--- src/rtl/iot_tty.sv ---
// iot_tty -- teletype keyboard/printer pair on a PDP-8 style IOT bus.
//
// Keyboard half: one-character buffer filled from a host valid/ready stream;
// kbd_flag marks "character waiting". Printer half: one-character buffer sent
// to the host over valid/ready, then a fixed PRINT_DELAY busy period before
// prn_flag reports "printer done".
//
// Ports
//   clock, resetN           clock, async active-low reset
//   iot_valid/dev/fn        IOT strobe, device code IR[8:3], function IR[2:0]
//   dataout                 AC[7:0] from the CPU
//   iot_ack/datain/iot_skip/iot_clr_ac  registered IOT response, one cycle
//   irq                     kbd_flag | prn_flag
//   kbd_valid/data/ready    host -> keyboard character stream
//   prn_valid/data/ready    printer -> host character stream
module iot_tty #(
  parameter logic [5:0] KBD_DEV     = 6'o03,
  parameter logic [5:0] PRN_DEV     = 6'o04,
  parameter int         PRINT_DELAY = 16
) (
  input  logic       clock,
  input  logic       resetN,
  input  logic       iot_valid,
  input  logic [5:0] iot_dev,
  input  logic [2:0] iot_fn,
  input  logic [7:0] dataout,
  output logic       iot_ack,
  output logic [7:0] datain,
  output logic       iot_skip,
  output logic       iot_clr_ac,
  output logic       irq,
  input  logic       kbd_valid,
  input  logic [7:0] kbd_data,
  output logic       kbd_ready,
  output logic       prn_valid,
  output logic [7:0] prn_data,
  input  logic       prn_ready
);

  typedef enum logic [1:0] {P_IDLE, P_SEND, P_WAIT} pstate_t;

  localparam logic [7:0] DLY_M1 = 8'(PRINT_DELAY - 1);

  pstate_t    r_pstate;
  logic [7:0] r_cnt;
  logic [7:0] r_kbd_buf, r_prn_buf;
  logic       r_kbd_flag, r_prn_flag;
  logic       r_ack, r_skip, r_clr_ac;
  logic [7:0] r_datain;
  logic       r_prn_valid;
  logic [7:0] r_prn_data;

  logic w_kbd_hit, w_prn_hit;
  logic w_kbd_acc, w_kbd_clr;
  logic w_prn_busy, w_prn_load, w_prn_set_iot, w_prn_clr, w_prn_done;

  assign w_kbd_hit = iot_valid && (iot_dev == KBD_DEV);
  assign w_prn_hit = iot_valid && (iot_dev == PRN_DEV);

  // fn 0 (KCF) clears without the bit1 code, every bit1 code clears too.
  assign w_kbd_acc = kbd_valid && !r_kbd_flag;
  assign w_kbd_clr = w_kbd_hit && ((iot_fn == 3'd0) || iot_fn[1]);

  // Loads while busy are acked and dropped; TLS must then leave the flag alone.
  assign w_prn_busy    = (r_pstate != P_IDLE);
  assign w_prn_load    = w_prn_hit && iot_fn[2] && !w_prn_busy;
  assign w_prn_set_iot = w_prn_hit && (iot_fn == 3'd0);
  assign w_prn_clr     = w_prn_hit && iot_fn[1] && !(iot_fn[2] && w_prn_busy);
  assign w_prn_done    = (r_pstate == P_WAIT) && (r_cnt == 8'd0);

  // IOT response: skip tests see the flag before this instruction's clear.
  always_ff @(posedge clock or negedge resetN) begin
    if (!resetN) begin
      r_ack    <= 1'b0;
      r_skip   <= 1'b0;
      r_clr_ac <= 1'b0;
      r_datain <= 8'h00;
    end else begin
      r_ack    <= w_kbd_hit || w_prn_hit;
      r_skip   <= (w_kbd_hit && iot_fn[0] && r_kbd_flag) ||
                  (w_prn_hit && iot_fn[0] && r_prn_flag);
      r_clr_ac <= w_kbd_hit && iot_fn[1];
      r_datain <= (w_kbd_hit && iot_fn[2]) ? r_kbd_buf : 8'h00;
    end
  end

  // Keyboard: an accepted character beats a same-edge flag clear.
  always_ff @(posedge clock or negedge resetN) begin
    if (!resetN) begin
      r_kbd_buf  <= 8'h00;
      r_kbd_flag <= 1'b0;
    end else begin
      if (w_kbd_acc) r_kbd_buf <= kbd_data;
      if (w_kbd_acc)      r_kbd_flag <= 1'b1;
      else if (w_kbd_clr) r_kbd_flag <= 1'b0;
    end
  end

  // Printer FSM: SEND holds valid/data until ready, WAIT counts the delay.
  always_ff @(posedge clock or negedge resetN) begin
    if (!resetN) begin
      r_pstate    <= P_IDLE;
      r_cnt       <= 8'h00;
      r_prn_buf   <= 8'h00;
      r_prn_valid <= 1'b0;
      r_prn_data  <= 8'h00;
      r_prn_flag  <= 1'b0;
    end else begin
      case (r_pstate)
        P_IDLE: if (w_prn_load) begin
          r_prn_buf   <= dataout;
          r_prn_valid <= 1'b1;
          r_prn_data  <= dataout;
          r_pstate    <= P_SEND;
        end
        P_SEND: if (prn_ready) begin
          r_prn_valid <= 1'b0;
          r_prn_data  <= 8'h00;
          r_cnt       <= DLY_M1;
          r_pstate    <= P_WAIT;
        end
        P_WAIT: begin
          if (r_cnt == 8'd0) r_pstate <= P_IDLE;
          else               r_cnt    <= r_cnt - 8'd1;
        end
        default: r_pstate <= P_IDLE;
      endcase
      // Completion beats a same-edge TCF/TLS clear.
      if (w_prn_done || w_prn_set_iot) r_prn_flag <= 1'b1;
      else if (w_prn_clr)              r_prn_flag <= 1'b0;
    end
  end

  assign iot_ack    = r_ack;
  assign iot_skip   = r_skip;
  assign iot_clr_ac = r_clr_ac;
  assign datain     = r_datain;
  assign irq        = r_kbd_flag | r_prn_flag;
  assign kbd_ready  = ~r_kbd_flag;
  assign prn_valid  = r_prn_valid;
  assign prn_data   = r_prn_data;

endmodule
--- config.mk ---
export PLATFORM = sky130hd
export DESIGN_NAME = iot_tty
export DESIGN_NICKNAME = d
export VERILOG_FILES = /design/src/rtl/iot_tty.sv
export SDC_FILE = /design/constraint.sdc
export NUM_CORES = 1
export LEC_CHECK = 0
export ABC_CLOCK_PERIOD_IN_PS = 2000
export BUFFER_PORTS_ARGS = -buffer_cell sky130_fd_sc_hd__buf_2
export CAP_MARGIN = 20
export CORE_MARGIN = 1
export CORE_UTILIZATION = 50
export DETAILED_ROUTE_END_ITERATION = 7
export PLACE_DENSITY = 0.78
export SYNTH_ARGS = -nofsm -noshare
export SYNTH_HDL_FRONTEND = slang
export SYNTH_SLANG_ARGS = --single-unit
--- constraint.sdc ---
create_clock -name clock -period 2 [get_ports clock]
set_clock_uncertainty 0.1 [all_clocks]
set_input_delay 0.2 -clock clock [delete_from_list [all_inputs] [get_ports clock]]
set_output_delay 0.2 -clock clock [all_outputs]
set_load 0.01 [all_outputs]
==> flow_metrics.env, run 1 <==
export IMPL_outcome="finished, final reports clean"
export IMPL_gr_usage_all_layers_pct=22.14
export IMPL_async_flop_share_pct=100.0
export IMPL_setup_violations=0
export IMPL_synthMuxAreaShare_pct=5.158
export IMPL_synthFlopType="dfrtp_1"
export IMPL_diodes=0
export IMPL_layout_min_cycle_time_ns=1.982
export IMPL_p_clk_share_pct=24.6
export IMPL_fillers=251
export IMPL_drc=0
export IMPL_synth_xor_area_share_pct=0.5014
export IMPL_syn_area_per_cell_um2=11.13
export IMPL_p_total_mw=2.322
export IMPL_synth_distinct_cells=35
export IMPL_path_buf_inv=2
export IMPL_start_util_pct=52.34
export IMPL_die_h_um=61.11
export IMPL_synth_compound_area_share_pct=10.74
export IMPL_cts_sinks=40
export IMPL_core_region_area_um2=3337
export IMPL_h_tree_depth=2
export IMPL_fin_nets=267
export IMPL_dr_pass1_iters=4
export IMPL_max_cap_violations=0
export IMPL_critical_path_max_stage_delay_ns=0.54
export IMPL_cts_root_buf="clkbuf_4"
export IMPL_drive_above_1_share_pct=37.71
export IMPL_cp_arrival_ns=2.18
export IMPL_synth_edff_count=0
export IMPL_hold_violations=0
export IMPL_postRouteAntennaNets=0
export IMPL_grt_max_degree=41
export IMPL_cts_buffers=5
export IMPL_die_w_um=61.11
export IMPL_wl_per_cell_um=13.43
export IMPL_p_comb_share_pct=25.6
export IMPL_worst_slew_pin_slew_ns=0.5489
export IMPL_switching_share_pct=30.56
export IMPL_synth_fa_ha_area_share_pct=1.433
export IMPL_power_density_nw_per_um2=976.7
export IMPL_ir_drop_mv=0.6496
export IMPL_synth_top_family_by_area="simple AND/OR/NAND/NOR gates"
export IMPL_fmax_mhz=504.5
export IMPL_placed_cells=254
export IMPL_die_area_um2=3734
export IMPL_start_kind="flop"
export IMPL_tritoncts="built"
export IMPL_hpwl_um=2557
export IMPL_grt_antenna_before_repair=0
export IMPL_p_leak_nw=1.238
export IMPL_post_synth_top_area_fraction_pct=57.31
export IMPL_fin_crit_sh_pct=99.10
export IMPL_wirelength_um=3786
export IMPL_overflow=0
export IMPL_via_per_inst=5.124
export IMPL_yosys_area_share_simple_pct=19.70
export IMPL_crit_fanout=9
export IMPL_yosysWarnings=0
export IMPL_hp_class="in2reg"
export IMPL_critPathKind="reg2reg"
export IMPL_cp_cell_sequence="inv_1, ha_1, nor4b_2, buf_4, a21o_4, or4_1, nand2_1"
export IMPL_drt_initial_drc_count=45
export IMPL_seq_area_frac_synth_pct=57.31
export IMPL_synth_most_common_cell="dfrtp_1"
export IMPL_synth_cells=157
export IMPL_yosys_area_top_type="dfrtp_1"
export IMPL_critical_path_required_ns=2.19
export IMPL_cts_max_path_buffers=2
export IMPL_synth_common_cells="dfrtp_1, inv_1, and3_1, nand2_1, nor2_1"
export IMPL_place_congestion=0.8838
export IMPL_crit_family="simple AND/OR/NAND/NOR gates"
export IMPL_cp_slowest_cell="or4_1"
export IMPL_io_buffers=51
export IMPL_vias=1445
export IMPL_end_kind="flop"
export IMPL_power_frac_seq_pct=49.7
export IMPL_final_cells=282
export IMPL_synth_cell_area_um2=1747
export IMPL_synth_seq_cells=40
export IMPL_area_growth_pct=36.10
export IMPL_design_portCount=52
export IMPL_switchingPower_mw=0.7097
export IMPL_clock_latency_ns=0.36
export IMPL_intPower_mw=1.612
export IMPL_grt_pass1_vias=1391
export IMPL_grt_pass1_wl_um=5954
export IMPL_clkTransAtPathRegs_ns=0.12
export IMPL_rsz0062_at_grt="true"
export IMPL_rows=21
export IMPL_synth_net_count=189
export IMPL_relSlewSlack_pct=63.13
export IMPL_synth_area_top_cells="dfrtp_1, mux2_2, o21ai_2"
export IMPL_drv_slew=0
[registers in the layout (all words and copies together), names as in the netlist]
register and cells:
r_cnt 8, iot_clr_ac 1, prn_valid 1, r_pstate 2, r_prn_flag 1, r_kbd_buf 8
iot_ack 1, prn_data 8, datain 8, iot_skip 1, r_kbd_flag 1
[power by group through the flow]
| stage | Sequential (mW) | Combinational, mW | Clock [mW] |
|---|---|---|---|
| 3_5_place_dp | 1.16 | 0.534 | 0 |
| 4_1_cts | 1.15 | 0.562 | 0.581 |
| 6_report | 1.16 | 0.595 | 0.572 |
| 2_1_floorplan | 1.13 | 0.369 | 0 |
| 5_1_grt | 1.19 | 0.667 | 0.608 |
| 3_3_place_gp | 1.15 | 0.492 | 0 |
[cells by family after synthesis]
group | count (synthesis)
AOI/OAI and AO/OA | 27
xor gates and xnor gates | 1
adders and majority gates | 2
buffers and inverters | 19
DFF | 40
muxes | 8
and+or+nand+nor | 60
[layout make-up]
class                   instances  area (um^2)  area share (%)
flip-flops and latches         40         1001           42.11
clock buffers                   6        51.30           2.158
clock inverters                 2        38.79           1.632
repair buffers                 77        510.5           21.47
well taps                      46        57.56           2.421
inverters                      13        48.80           2.053
multi-input cells              98        669.4           28.16
[worst reg2reg max path, delay by kind of cell (launching register included)]
kind / cells / cell delay (ns)
fa+ha+maj: 1 / 0.18
buf+inv: 2 / 0.22
flops: 1 / 0.39
compound gates: 1 / 0.24
simple gates: 3 / 0.80
[final timing paths]
kind	cells after the start	slack [ns]	start	to
setup / recovery	7	0.02	r_cnt[1]	r_cnt[6]
hold / removal	2	0.02	iot_fn[0]	iot_skip
setup reg to reg	7	0.02	r_cnt[1]	r_cnt[6]
hold reg to reg	2	0.41	prn_valid	prn_valid
max in group asynchronous	3	1.15	resetN	datain[7]
min in group asynchronous	3	0.31	resetN	iot_skip
[layer usage]
| metal | part of all wire, % | track usage [%] |
|---|---|---|
| met5 | 0 | 0 |
| met4 | 0.71 | 7.468 |
| met3 | 4.9 | 5.882 |
| met2 | 51 | 38.35 |
| met1 | 43 | 26.75 |
[placed cells by master, fill, tap and decap left out, types with 8 or more instances in the layout]
cell type	n
dfrtp_1	40
and3_1	9
nand2_1	9
nor2_1	9
o21ai_2	8
buf_2	51
mux2_2	8
nand3_1	8
inv_1	13
dlygate4sd3_1	19
[metrics by stage]
stage	hold slack (ns)	setup TNS (ns)	worst slack, ns	cell area, um^2	utilization, %
global placement	0.1763	0	0.1512	2076	62.20
floorplan	-0.1956	0	0.2384	1747	-
global route	0.01644	-0.03640	-0.03640	2377	71.24
CTS	0.02333	0	0.06488	2356	70.60
detailed placement	0.1854	0	0.07991	2076	62.20
finish	0.02305	0	0.01800	2377	71.24
[repair_timing]
item                                    CTS  global route
endpoints found under the setup margin    0             3
resized for setup                         0             3
endpoints found under the hold margin    58             0
hold buffers                             19             0
setup buffers                             0             1
Power figures use the tool's default switching activity.
==> run 2: changes to the inputs <==
Settings changed: CORE_MARGIN 1 to 10.
==> flow_metrics.env, run 2 (synthesis gave the netlist of run 1 again) <==
export IMPL_outcome="finished, final reports clean"
export IMPL_rows=21
export IMPL_p_leak_nw=1.209
export IMPL_setup_violations=0
export IMPL_rsz0062_at_grt="false"
export IMPL_hp_class="in2reg"
export IMPL_fmax_mhz=527.0
export IMPL_postRouteAntennaNets=0
export IMPL_layout_min_cycle_time_ns=1.898
export IMPL_end_kind="flop"
export IMPL_relSlewSlack_pct=64.67
export IMPL_diodes=0
export IMPL_grt_pass1_vias=1518
export IMPL_wirelength_um=4207
export IMPL_die_w_um=79.11
export IMPL_tritoncts="built"
export IMPL_clkTransAtPathRegs_ns=0.12
export IMPL_place_congestion=0.8289
export IMPL_path_buf_inv=1
export IMPL_start_util_pct=51.93
export IMPL_die_area_um2=6258
export IMPL_cp_cell_sequence="inv_1, ha_1, nor4b_2, a21o_1, or4_1, nand2_1"
export IMPL_cts_buffers=5
export IMPL_fin_crit_sh_pct=94.88
export IMPL_crit_fanout=9
export IMPL_max_cap_violations=0
export IMPL_vias=1455
export IMPL_final_cell_area_um2=2306
export IMPL_layout_common_cells="buf_2, dfrtp_1, dlygate4sd3_1"
export IMPL_cts_max_path_buffers=2
export IMPL_hold_violations=0
export IMPL_dr_pass1_iters=4
export IMPL_wl_per_cell_um=15.03
export IMPL_fillers=265
export IMPL_critical_path_required_ns=2.19
export IMPL_power_density_nw_per_um2=918.1
export IMPL_die_h_um=79.11
export IMPL_hpwl_um=3096
export IMPL_place_area_um2=2063
export IMPL_cp_arrival_ns=2.09
export IMPL_cp_slowest_cell="or4_1"
export IMPL_clock_latency_ns=0.34
export IMPL_critical_path_max_stage_delay_ns=0.55
export IMPL_gr_usage_all_layers_pct=13.74
export IMPL_area_growth_pct=32.02
export IMPL_grt_pass1_wl_um=6948
export IMPL_io_buffers=51
export IMPL_core_region_area_um2=3363
export IMPL_worst_slew_pin_slew_ns=0.5280
export IMPL_drive_above_1_share_pct=37.18
export IMPL_final_common_cell="buf_2"
export IMPL_cts_sinks=40
export IMPL_cts_root_buf="clkbuf_4"
export IMPL_grt_antenna_before_repair=0
export IMPL_cts_setup_buffers=0
export IMPL_start_kind="flop"
export IMPL_via_per_inst=5.196
export IMPL_drv_slew=0
export IMPL_ir_drop_mv=0.6043
export IMPL_grt_max_degree=23
export IMPL_setup_tns_ns=0
export IMPL_h_tree_depth=2
export IMPL_fin_nets=265
export IMPL_drt_initial_drc_count=144
export IMPL_critPathKind="reg2reg"
export IMPL_crit_family="simple AND/OR/NAND/NOR gates"
export IMPL_design_portCount=52
export IMPL_drc=0
export IMPL_overflow=0
[run 2: area by class of cell]
| cell class | instances | area, um^2 | share of cell area [%] |
|---|---|---|---|
| clock buffers | 5 | 37.54 | 1.628 |
| clock inverters | 3 | 18.77 | 0.8139 |
| repair buffers | 75 | 480.5 | 20.84 |
| flip-flops and latches | 40 | 1001 | 43.41 |
| well taps | 46 | 57.56 | 2.496 |
| inverters | 13 | 48.80 | 2.116 |
| multi-input cells | 98 | 661.9 | 28.70 |
[run 2: routing by layer]
| layer | wire [um] | vias to the layer above | GRT usage (%) |
|---|---|---|---|
| met1 | 1637 | 701 | 14.74 |
| met3 | 329 | 5 | 5.631 |
| met5 | 0 | - | 0 |
| li1 | - | 699 | - |
| met2 | 2189 | 50 | 24.31 |
| met4 | 51 | 0 | 3.763 |
[run 2: timing repair]
item / CTS / global route
setup endpoints to repair: 0 / 3
endpoints found under the hold margin: 37 / 0
resized for setup: 0 / 1
hold buffers: 18 / 0
[run 2: power by group]
part / internal (mW) / switching (mW)
Clock: 0.135 / 0.261
Combinational: 0.283 / 0.281
Sequential: 1.01 / 0.150
Total: 1.42 / 0.693
[run 2: through the flow]
step | hold slack [ns] | total power [mW] | util [%] | setup slack, ns | instances
after detailed placement | 0.07672 | 1.695 | 61.35 | 0.08774 | 254
after floorplan | -0.1956 | 1.498 | - | 0.2384 | 157
after global placement | 0.07660 | 1.641 | 61.35 | 0.1630 | 254
final | 0.02964 | 2.117 | 68.56 | 0.1024 | 280
after global routing | 0.03066 | 2.258 | 68.56 | 0.02841 | 280
after CTS | 0.02116 | 2.112 | 68.38 | 0.06410 | 280
[run 2: worst paths after layout]
check | cells after the start | startpoint | slack [ns] | end
setup reg to reg | 6 | r_cnt[0] | 0.10 | r_cnt[4]
hold / removal | 2 | iot_fn[1] | 0.03 | iot_clr_ac
hold reg to reg | 2 | prn_valid | 0.40 | prn_valid
min in group asynchronous | 2 | resetN | 0.22 | r_prn_flag
setup / recovery | 6 | r_cnt[0] | 0.10 | r_cnt[4]
max in group asynchronous | 3 | resetN | 1.07 | datain[7]
==> run 3: changes to the inputs <==
Settings changed: CELL_PAD_IN_SITES_DETAIL_PLACEMENT set to 1, CELL_PAD_IN_SITES_GLOBAL_PLACEMENT set to 2, CORE_UTILIZATION 50 to 31, PLACE_DENSITY 0.78 to unset, PLACE_DENSITY_LB_ADDON set to 0.1, REMOVE_ABC_BUFFERS set to 1.
==> flow_metrics.env, run 3 (synthesis gave the netlist of run 1 again) <==
export IMPL_critical_path_required_ns=2.13
export IMPL_wirelength_um=4441
export IMPL_layout_common_cells="buf_2, dfrtp_1, inv_1"
export IMPL_h_tree_depth=2
export IMPL_rows=27
export IMPL_utilization_pct=40.47
export IMPL_start_kind="flop"
export IMPL_drive_above_1_share_pct=40.74
export IMPL_worst_slew_pin_slew_ns=0.5745
export IMPL_power_density_nw_per_um2=1003
export IMPL_power_frac_seq_pct=52.2
export IMPL_intPower_mw=1.511
export IMPL_core_region_area_um2=5473
export IMPL_cts_setup_buffers=0
export IMPL_gr_usage_all_layers_pct=10.41
export IMPL_grt_antenna_before_repair=0
export IMPL_cts_max_path_buffers=2
export IMPL_cts_sinks=40
export IMPL_grt_pass1_vias=1548
export IMPL_reg2reg_depth=6
export IMPL_clkTransAtPathRegs_ns=0.08
export IMPL_hpwl_um=3464
export IMPL_postRouteAntennaNets=0
export IMPL_relSlewSlack_pct=61.56
export IMPL_crit_fanout=9
export IMPL_tritoncts="built"
export IMPL_final_common_cell="buf_2"
export IMPL_r2r_start="r_cnt[0]"
export IMPL_die_h_um=95.06
export IMPL_r2r_end="r_cnt[6]"
export IMPL_io_buffers=51
export IMPL_die_w_um=95.06
export IMPL_grt_max_degree=41
export IMPL_setup_violations=0
export IMPL_via_per_inst=4.677
export IMPL_whs_ns=0.02574
export IMPL_grt_pass1_wl_um=7452
export IMPL_switching_share_pct=31.99
export IMPL_area_growth_pct=26.79
export IMPL_fmax_mhz=531.3
export IMPL_vias=1347
export IMPL_rsz0062_at_grt="false"
export IMPL_critPathKind="reg2reg"
export IMPL_design_portCount=52
export IMPL_switchingPower_mw=0.7105
export IMPL_end_kind="flop"
export IMPL_dr_pass1_iters=4
export IMPL_fillers=650
export IMPL_p_leak_nw=1.151
export IMPL_die_area_um2=9036
export IMPL_cp_arrival_ns=2.01
export IMPL_setup_tns_ns=0
export IMPL_crit_end="r_cnt[6]"
export IMPL_drv_slew=0
export IMPL_max_cap_violations=0
export IMPL_clock_latency_ns=0.29
export IMPL_place_congestion=0.8155
export IMPL_start_util_pct=31.92
export IMPL_p_clk_share_pct=23.0
export IMPL_fin_nets=248
export IMPL_ir_drop_mv=0.3959
export IMPL_layout_min_cycle_time_ns=1.882
export IMPL_cts_buffers=5
export IMPL_cts_root_buf="clkbuf_8"
export IMPL_outcome="finished, final reports clean"
export IMPL_hold_violations=0
export IMPL_reg2reg_slack_ns=0.12
export IMPL_diodes=0
export IMPL_startpoint="r_cnt[0]"
export IMPL_wl_per_cell_um=15.42
export IMPL_overflow=0
export IMPL_fin_crit_sh_pct=94.11
export IMPL_p_comb_share_pct=24.8
export IMPL_p_total_mw=2.221
export IMPL_hp_class="in2reg"
export IMPL_drc=0
export IMPL_drt_initial_drc_count=39
==> run 3: metrics by stage <==
step / cells / instance area, um^2 / setup slack [ns]
after floorplan: 151 / 1705 / 0.1497
after global placement: 280 / 2108 / 0.1567
after detailed placement: 280 / 2108 / 0.07937
after CTS: 288 / 2200 / 0.04812
after global routing: 288 / 2215 / 0.01238
final: 288 / 2215 / 0.1179
==> run 3: metal layers <==
metal	vias up	share of wire, %	routed length (um)	track usage, %
met5	-	0	0	0
met4	0	0.95	42	2.993
met3	6	7.3	325	4.399
met2	29	52	2328	18.35
met1	653	39	1744	11.10
li1	659	-	-	-
==> run 3: timing repair <==
item	CTS	global route
hold buffers	1	0
endpoints found under the hold margin	40	0
endpoints found under the setup margin	0	4
resized for setup	0	3
==> run 3: layout make-up <==
class	count	area (um^2)	area share, %
well taps	72	90.09	4.068
clock inverters	2	12.51	0.5650
flip-flops and latches	40	1001	45.20
multi-input cells	98	670.6	30.28
inverters	13	48.80	2.203
clock buffers	5	68.82	3.107
repair buffers	58	322.8	14.58
==> run 3: power groups by stage <==
stage | combinational (mW) | clock [mW] | sequential, mW
floorplan | 0.365 | 0 | 1.13
global placement | 0.515 | 0 | 1.15
detailed placement | 0.549 | 0 | 1.17
CTS | 0.550 | 0.540 | 1.15
global route | 0.626 | 0.571 | 1.19
finish | 0.551 | 0.510 | 1.16
==> run 3: critical path, cell delays in order, from the launching register on <==
cell and delay [ns]:
dfrtp_1 0.39, inv_1 0.08, ha_1 0.20, nor4b_2 0.16
a21o_1 0.28, or4_1 0.53, nand2_1 0.08
==> run 3: how the worst min path moves through the flow <==
stage,start,to,depth (start not counted)
floorplan,resetN,datain[0],0
global placement,resetN,iot_clr_ac,2
detailed placement,resetN,iot_skip,2
CTS,prn_ready,r_pstate[0],2
global route,kbd_data[0],r_kbd_buf[0],2
finish,prn_ready,r_pstate[0],2
